$ cat src/rtl/fifo_arb_pkg.sv
// fifo_arb_pkg: FSM state type, default parameters and round-robin helper for the FIFO write arbiter
package fifo_arb_pkg;
  typedef enum logic [2:0] {IDLE, WRITE, ACK, RETRY, DONE} arb_state_t;
  localparam int unsigned NUM_REQ_DEF = 4;
  localparam int unsigned FIFO_WIDTH_DEF = 16;
  localparam int unsigned MAX_RETRY_DEF = 7;
  function automatic int unsigned rr_next(input int unsigned ptr, input int unsigned n);
    return (ptr + 1) % n;
  endfunction
endpackage

$ cat src/rtl/fifo_arb_rr_pick.sv
// fifo_arb_rr_pick: combinational round-robin picker, first set request at or after rr_ptr_i with wrap
module fifo_arb_rr_pick #(
  parameter int unsigned N = 4,
  localparam int unsigned IW = $clog2(N)
) (
  input  logic [N-1:0]  req_i,
  input  logic [IW-1:0] rr_ptr_i,
  output logic          valid_o,
  output logic [IW-1:0] idx_o
);
  logic [IW:0] j;
  // scan N positions from the pointer; the first hit wins
  always_comb begin
    valid_o = 1'b0;
    idx_o = '0;
    j = '0;
    for (int k = 0; k < N; k++) begin
      j = {1'b0, rr_ptr_i} + (IW+1)'(k);
      j = (j >= (IW+1)'(N)) ? j - (IW+1)'(N) : j;
      if (!valid_o && req_i[j[IW-1:0]]) begin
        valid_o = 1'b1;
        idx_o = j[IW-1:0];
      end
    end
  end
endmodule

$ cat src/rtl/fifo_wr_arbiter.sv
// fifo_wr_arbiter: round-robin sharing of one FIFO write port with ack-checked retry; FIFO_WR_ARBITER_SVA_EN enables embedded assertions
module fifo_wr_arbiter
  import fifo_arb_pkg::*;
#(
  parameter int unsigned NUM_REQ = NUM_REQ_DEF,
  parameter int unsigned FIFO_WIDTH = FIFO_WIDTH_DEF,
  parameter int unsigned MAX_RETRY = MAX_RETRY_DEF,
  localparam int unsigned IW = $clog2(NUM_REQ),
  localparam int unsigned RW = $clog2(MAX_RETRY + 1)
) (
  input  logic                          clk,
  input  logic                          rst_n,
  input  logic [NUM_REQ-1:0]            req,
  input  logic [NUM_REQ*FIFO_WIDTH-1:0] req_data,
  output logic [NUM_REQ-1:0]            gnt,
  output logic                          fifo_wr_en,
  output logic [FIFO_WIDTH-1:0]         fifo_data_in,
  input  logic                          fifo_full,
  input  logic                          fifo_wr_ack,
  input  logic                          fifo_overflow,
  output logic [IW-1:0]                 grant_id,
  output logic                          busy,
  output logic                          err_drop
);
  arb_state_t state_q;
  logic [IW-1:0] rr_ptr_q, grant_id_q, pick_idx;
  logic [NUM_REQ-1:0] gnt_q, gnt_vec;
  logic [FIFO_WIDTH-1:0] data_q;
  logic [RW-1:0] retry_cnt_q, retry_cnt_d;
  logic wr_en_q, busy_q, err_drop_q, pick_valid, ack_fail;
  fifo_arb_rr_pick #(.N(NUM_REQ)) u_pick (
    .req_i(req),
    .rr_ptr_i(rr_ptr_q),
    .valid_o(pick_valid),
    .idx_o(pick_idx)
  );
  assign gnt_vec = NUM_REQ'(1) << grant_id_q;
  assign retry_cnt_d = retry_cnt_q + RW'(1);
  // overflow marks a lost write even when wr_ack is also seen
  assign ack_fail = !fifo_wr_ack || fifo_overflow;
  // one write in flight: arbitrate in IDLE, write, check the FIFO response, retry or complete
  always_ff @(posedge clk) begin
    if (!rst_n) begin
      state_q <= IDLE;
      rr_ptr_q <= '0;
      gnt_q <= '0;
      wr_en_q <= 1'b0;
      data_q <= '0;
      grant_id_q <= '0;
      busy_q <= 1'b0;
      err_drop_q <= 1'b0;
      retry_cnt_q <= '0;
    end else begin
      gnt_q <= '0;
      wr_en_q <= 1'b0;
      case (state_q)
        IDLE: if (pick_valid && !fifo_full) begin
          grant_id_q <= pick_idx;
          data_q <= req_data[32'(pick_idx)*FIFO_WIDTH +: FIFO_WIDTH];
          wr_en_q <= 1'b1;
          busy_q <= 1'b1;
          state_q <= WRITE;
        end
        WRITE: state_q <= ACK;
        ACK: if (!ack_fail) begin
          gnt_q <= gnt_vec;
          state_q <= DONE;
        end else begin
          retry_cnt_q <= retry_cnt_d;
          if (retry_cnt_d == RW'(MAX_RETRY)) begin
            err_drop_q <= 1'b1;
            gnt_q <= gnt_vec;
            state_q <= DONE;
          end else begin
            state_q <= RETRY;
          end
        end
        RETRY: if (!fifo_full) begin
          wr_en_q <= 1'b1;
          state_q <= WRITE;
        end
        DONE: begin
          rr_ptr_q <= IW'(rr_next(32'(grant_id_q), NUM_REQ));
          retry_cnt_q <= '0;
          busy_q <= 1'b0;
          state_q <= IDLE;
        end
        default: state_q <= IDLE;
      endcase
    end
  end
  assign gnt = gnt_q;
  assign fifo_wr_en = wr_en_q;
  assign fifo_data_in = data_q;
  assign grant_id = grant_id_q;
  assign busy = busy_q;
  assign err_drop = err_drop_q;
`ifdef FIFO_WR_ARBITER_SVA_EN
  a_gnt_onehot: assert property (@(posedge clk) disable iff (!rst_n) $onehot0(gnt));
  a_wr_not_full: assert property (@(posedge clk) disable iff (!rst_n) fifo_wr_en |-> !fifo_full);
  a_wr_single: assert property (@(posedge clk) disable iff (!rst_n) fifo_wr_en |=> !fifo_wr_en);
  for (genvar g = 0; g < NUM_REQ; g++) begin : g_sva
    a_gnt_req: assert property (@(posedge clk) disable iff (!rst_n)
      gnt[g] && $past(state_q, 3) == IDLE |-> $past(req[g], 3));
    a_req_hold: assert property (@(posedge clk) disable iff (!rst_n)
      req[g] && !gnt[g] |=> req[g] && $stable(req_data[g*FIFO_WIDTH +: FIFO_WIDTH]));
  end
  c_idle: cover property (@(posedge clk) state_q == IDLE);
  c_write: cover property (@(posedge clk) state_q == WRITE);
  c_ack: cover property (@(posedge clk) state_q == ACK);
  c_retry: cover property (@(posedge clk) state_q == RETRY);
  c_done: cover property (@(posedge clk) state_q == DONE);
`else
`endif
endmodule
$ cat config.mk
export PLATFORM = sky130hd
export DESIGN_NAME = fifo_wr_arbiter
export DESIGN_NICKNAME = d
export VERILOG_FILES = /design/src/rtl/fifo_arb_pkg.sv /design/src/rtl/fifo_arb_rr_pick.sv /design/src/rtl/fifo_wr_arbiter.sv
export SDC_FILE = /design/constraint.sdc
export NUM_CORES = 1
export LEC_CHECK = 0
export BUFFER_PORTS_ARGS = -buffer_cell sky130_fd_sc_hd__buf_4
export CAP_MARGIN = 20
export CORE_MARGIN = 5
export CORE_UTILIZATION = 45
export DETAILED_ROUTE_END_ITERATION = 7
export PLACE_DENSITY = 0.8
export SYNTH_ARGS = -nofsm -noshare
export SYNTH_HDL_FRONTEND = slang
export SYNTH_SLANG_ARGS = --single-unit
$ cat constraint.sdc
create_clock -name clk -period 2.2 [get_ports clk]
set_clock_uncertainty 0.1 [all_clocks]
set_input_delay 0.55 -clock clk [delete_from_list [all_inputs] [get_ports clk]]
set_output_delay 0.55 -clock clk [all_outputs]
set_load 0.01 [all_outputs]
## Yosys cells after proc, flatten, opt, wreduce, memory -nomap -nowiden

Cells that the tools add are included.

| word-level totals | value |
|---|---|
| bits in registers | 33 |
| output and inout port bits | 25 |
| logic and storage cells | 89 |

| operators by class | value |
|---|---|
| add/sub/neg operators | 9 |
| order comparisons | 8 |
| equality and inequality tests | 8 |
| shift operators | 2 |
| multiplexer cells | 34 |
| reduce and logical (&&, ||, !) cells | 19 |

Operators with widths:

| operator | count |
|---|---|
| 64-bit by 7-bit indexed part select with 16-bit output | 1 |
| 2-bit two-way mux | 8 |
| 3-bit two-way mux | 5 |
| 2-bit by 3-bit less-than comparator with 1-bit output (second input constant) | 4 |
| 3-bit case mux with 4 select lines | 1 |
| 1-bit two-way mux | 11 |
| 2-bit AND reduction | 5 |
| 3-bit >= comparator (second input constant) | 3 |
| 1-bit binary-select mux with 2-bit select | 4 |
| 4-bit two-way mux | 2 |
| 2-bit by 1-bit subtractor with 2-bit output (second input constant) | 4 |
| 2-bit by 2-bit adder with 3-bit output (second input constant) | 2 |
| 3-bit by 2-bit == test with 1-bit output (second input constant) | 2 |
| 3-bit == test (second input constant) | 2 |
| 2-bit inequality test (second input constant) | 3 |
| 3-bit case mux with 2 select lines | 1 |
| 1-bit logical NOT | 5 |
| 1-bit logical AND | 4 |
| 1-bit case mux with 2 select lines | 2 |
| 2-bit nonzero test | 2 |
| 1-bit by 2-bit left shift with 4-bit output (first input constant) | 1 |
| 2-bit by 1-bit adder with 3-bit output (second input constant) | 1 |
| 3-bit by 1-bit adder with 3-bit output (second input constant) | 1 |
| 3-bit by 1-bit == test with 1-bit output (second input constant) | 1 |
| 5 further kinds | 5 |

## Depth between registers and ports, before layout

| logic depth | value |
|---|---|
| word-level depth | 17 |
| depth in mapped cells | 7 |

## Cells and area by module

From an unflattened synthesis, not the netlist that was laid out.

| unflattened totals | value |
|---|---|
| cell total of the unflattened synthesis | 152 |
| area total of the unflattened synthesis | 1731.7 sq um |

Modules (own cells, without submodules):

| module | times used | cells each | area each (sq um) | sequential area each (sq um) |
|---|---|---|---|---|
| fifo_wr_arbiter | 1 | 137 | 1654.1 | 660.6 |
| fifo_arb_rr_pick | 1 | 15 | 77.6 | 0.0 |

## Worst setup path before layout

Ideal clock, no wire load.

| timing | value |
|---|---|
| kind | input port to flip-flop |
| start | input req[1] |
| end | register data_q[0] (netlist: fifo_data_in[0]) |
| library setup time | 133 ps |
| data arrival time | 1503 ps |
| slack | 464 ps |
| cell stages on the path | 6 |
| path through | nor4_4 nand2b_4 nor3_4 o21ai_2 buf_8 o221ai_1 |

| on the way | value |
|---|---|
| longest elaborated chain between the ends | 14 |
| elaborated cells between the ends (all ways) | 25 |
| classes of those cells | shift: 1; mux: 16; reduce/logical: 8 |

RTL lines:

| item | line | text |
|---|---|---|
| from (decl) | fifo_wr_arbiter.sv:13 | `input logic [NUM_REQ-1:0] req,` |
| branches (longest 14 deep; another with 1-bit binary-select mux with 2-bit select) | -- |  |
| to (signal assigned) | fifo_wr_arbiter.sv:59 | `data_q <= req_data[32'(pick_idx)*FIFO_WIDTH +: FIFO_WIDTH];` |
| to (decl) | fifo_wr_arbiter.sv:28 | `logic [FIFO_WIDTH-1:0] data_q;` |

Parallel ways; which one is timed is not known. The select of a mux whose other input is x is not followed.
A chain may end at the register's enable or synchronous reset.

## Worst setup path after layout

| timing | value |
|---|---|
| start | input req[1] |
| end | register data_q[9] (netlist: fifo_data_in[9]) |

The elaborated chain is that of the path after synthesis.

==> load_flow_metrics.sql <==
INSERT INTO impl_metrics (metric_group, metric, value, unit) VALUES
('run_status', 'outcome', 'complete, no violations', ''),
('synth', 'synth_ff_type', 'sky130_fd_sc_hd__dfxtp_1', ''),
('drt', 'ant_nets', '0', ''),
('global_route', 'grt_pass1_vias', '1589', ''),
('timing', 'finalMaxSlewViolations', '0', ''),
('setup_path', 'crit_fanout', '10', ''),
('pwr', 'share_seq_of_total_power', '42.8', '%'),
('die', 'design.die.area', '5500', 'um2'),
('clock_network', 'max_root_sink_buffers', '2', ''),
('die', 'io_pins', '98', ''),
('timing', 'final.period_utilization', '83.4', '%'),
('setup_path', 'arrival', '1.93', 'ns'),
('placed_design', 'place.gp.congestion', '0.875', ''),
('drt', 'via_density', '5.14', ''),
('pwr', 'internal_power', '0.00115', 'W'),
('cells_and_area', 'final_layout_size_suffix_gt1_share', '44.7', '%'),
('global_route', 'grt_max_degree', '25', ''),
('setup_path', 'worstSetupPathType', 'in2reg', ''),
('placed_design', 'dpl_worst_slack', '-0.256', 'ns'),
('placed_design', 'dp_hpwl', '3.82', 'mm'),
('synth', 'synth-warning-count', '0', ''),
('clock_network', 'clock_latency', '0.28', 'ns'),
('clock_network', 'postCtsHoldBufs', '0', ''),
('drt', 'totalWireLength', '4.78', 'mm'),
('clock_network', 'cts_setup_buffers', '0', ''),
('setup_path', 'critical_path.startpoint_type', 'primary input', ''),
('drt', 'drc', '0', ''),
('die', 'die_width', '74.2', 'um'),
('synth', 'synth.ff_latch_count', '33', ''),
('pwr', 'switchingPower', '0.000415', 'W'),
('timing', 'hold-worst-slack', '0.363', 'ns'),
('timing', 'maximum_clock_rate', '545', 'MHz'),
('drt', 'drt_iter0_markers', '112', ''),
('die', 'initial_utilization', '46.4', '%'),
('clock_network', 'reg_clk_slew_reported_paths', '0.06', 'ns'),
('global_route', 'global_route_wire_length_before_repair', '7.13', 'mm'),
('pwr', 'leakagePower', '1.22', 'nW'),
('clock_network', 'number_of_clock_sinks', '33', ''),
('clock_network', 'cts_max_level', '2', ''),
('cells_and_area', 'n_fill_cell', '335', ''),
('setup_path', 'critical_path.endpoint_type', 'register', ''),
('timing', 'rsz0062_at_grt', 'false', ''),
('timing', 'number_of_endpoints_with_negative_hold_slack_in_the_final_report', '0', ''),
('flow_run', 'timing.max_cap.violations', '0', ''),
('die', 'std_cell_rows', '23', ''),
('placed_design', 'post-place-cells', '325', ''),
('global_route', 'grt_usage', '17.1', '%'),
('clock_network', 'number_of_buffers_added_by_the_clock_tree_synthesis_step', '5', ''),
('global_route', 'initial_antenna_violation_count', '0', ''),
('setup_path', 'worst_ep_required_time', '2.30', 'ns'),
('pwr', 'share_clk_of_total_power', '31.9', '%'),
('cells_and_area', 'signed_area_change_from_the_synthesized_netlist_to_the_final_layout', '47.6', '%'),
('clock_network', 'root_buffer', 'sky130_fd_sc_hd__clkbuf_8', ''),
('synth', 'netlist-cell-type-count', '37', ''),
('die', 'die_height', '74.2', 'um'),
('synth', 'synth_async_sr_flop_share', '0', '%'),
('cells_and_area', 'layoutNonFillerInstCount', '334', ''),
('cells_and_area', 'antenna_cells', '0', ''),
('timing', 'finalSetupViolations', '0', ''),
('synth', 'syn-instance-count', '179', ''),
('hold_path', 'worstHoldPathType', 'reg2reg', ''),
('timing', 'worst_slew_pin_slew', '0.510', 'ns'),
('global_route', 'globalRoute.totalOverflow', '0', ''),
('drt', 'avgRoutedWirePerCell', '14.3', 'um'),
('synth', 'synth_nets', '258', ''),
('cells_and_area', 'utilization', '68.4', '%'),
('pwr', 'power.share.switching', '26.5', '%'),
('timing', 'final.setup.worst_slack', '0.364', 'ns'),
('clock_network', 'cts_resized', '0', ''),
('setup_path', 'reg2reg_setup_slack', '0.53', 'ns'),
('cells_and_area', 'final_net_count', '362', ''),
('synth', 'synth_edf_count', '0', ''),
('clock_network', 'cts_tree', 'done', ''),
('die', 'placeable_core_area', '4000', 'um2'),
('timing', 'slew_headroom', '65.9', '%'),
('synth', 'ys_seq_area_share', '35.6', '%'),
('pwr', 'power.share.combinational', '25.3', '%'),
('placed_design', 'buffer_ports.inserted', '97', ''),
('pwr', 'p_per_area', '573', 'nW/um2'),
('synth', 'avgSynthCellArea', '10.4', 'um2'),
('drt', 'firstDrtPassIters', '4', ''),
('synth', 'syn-cell-area', '1850', 'um2'),
('timing', 'final.min_clock_period', '1.84', 'ns'),
('pwr', 'max-vdd-ir-drop', '0.387', 'mV'),
('drt', 'via_count', '1716', '');
-- critical path, stage by stage --
cell and delay (ns):
sky130_fd_sc_hd__buf_4 0.12, sky130_fd_sc_hd__nor4_4 0.34, sky130_fd_sc_hd__nor4b_4 0.08, sky130_fd_sc_hd__nor2b_1 0.43, sky130_fd_sc_hd__buf_4 0.27, sky130_fd_sc_hd__nand2_1 0.07
sky130_fd_sc_hd__o221ai_1 0.07
-- cells by family (layout without fill, tap and decap cells) --
| logic type | count (synthesis) | after routing | synth area share [%] |
|---|---|---|---|
| and+or+nand+nor | 55 | 55 | 18.2 |
| muxes | 36 | 36 | 19.4 |
| AOI/OAI and AO/OA | 33 | 33 | 15.9 |
| DFF | 33 | 33 | 35.6 |
| buffers and inverters | 13 | 118 | 5.46 |
| adders and majority gates | 6 | 6 | 4.05 |
| xor gates and xnor gates | 3 | 3 | 1.42 |
-- power by group through the flow --
stage               logic, W  clock network, W  registers, W
floorplan           0.000187                 0      0.000697
global placement    0.000391                 0      0.000684
detailed placement  0.000398                 0      0.000683
CTS                 0.000399          0.000514      0.000671
global route        0.000431          0.000535      0.000676
finish              0.000396          0.000500      0.000671
-- sequential cells by signal, summed over array words and instances (netlist names) --
signal,cells
busy,1
err_drop,1
fifo_data_in,16
fifo_wr_en,1
gnt,4
grant_id,2
retry_cnt_q,3
rr_ptr_q,2
state_q,3
-- final timing paths --
check,startpoint,endpoint,cells after the start
worst max-delay path,req[1],fifo_data_in[9]$_SDFFE_PN0P_,7
worst min register to register,fifo_data_in[1]$_SDFFE_PN0P_,fifo_data_in[1]$_SDFFE_PN0P_,2
worst min-delay path,fifo_data_in[1]$_SDFFE_PN0P_,fifo_data_in[1]$_SDFFE_PN0P_,2
worst max register to register,retry_cnt_q[0]$_SDFFE_PN0P_,gnt[1]$_SDFF_PN0_,5
-- routing by layer --
metal	vias to the layer above	global-route usage (%)	share of wire [%]	wire [um]
li1	858	-	-	-
met1	784	19.2	37	1790
met2	63	28.6	51	2450
met3	11	5.81	8.2	392
met4	0	8.65	3.1	146
met5	-	0	0	0
-- layout make-up --
cell class | count | area (um2) | area share [%]
tap | 50 | 62.6 | 2.29
multi-input combinational | 133 | 1090 | 39.9
clock inverter | 1 | 5.00 | 0.183
inverter | 5 | 18.8 | 0.686
clock buffer | 7 | 96.3 | 3.52
timing repair buffer | 105 | 801 | 29.3
sequential | 33 | 661 | 24.1
-- Yosys cell counts (all sizes together) (2+ instances only) --
master	instances	area, um2
a211oi	2	15.0
a21boi	2	15.0
a21oi	6	33.8
and2	6	37.5
buf	6	65.1
clkbuf	2	17.5
dfxtp	33	661
ha	6	75.1
inv	5	18.8
mux2i	36	360
nand2	27	109
nand2b	6	45.0
nand3	2	10.0
nor2	4	22.5
nor2b	5	31.3
o21ai	3	18.8
o221ai	16	165
xor2	2	17.5
-- through the flow --
| step | area (um2) | setup TNS (ns) | power [W] |
|---|---|---|---|
| 2_1_floorplan | 1850 | 0 | 0.000885 |
| 3_3_place_gp | 2630 | -2.76 | 0.00107 |
| 3_5_place_dp | 2630 | -3.41 | 0.00108 |
| 4_1_cts | 2730 | 0 | 0.00158 |
| 5_1_grt | 2740 | 0 | 0.00164 |
| 6_report | 2740 | 0 | 0.00157 |
-- cell usage in the layout, fill, tap and decap left out, drive strengths merged, types with 2 or more instances in the layout --
master / count
nor2: 4
mux2i: 36
and2: 6
nor2b: 5
dfxtp: 33
xor2: 2
a21boi: 2
ha: 6
nand2: 27
buf: 105
a211oi: 2
inv: 5
o221ai: 16
nand3: 2
a21oi: 6
clkbuf: 7
nand2b: 6
o21ai: 3
No activity file was read; power rests on OpenSTA's default activity.
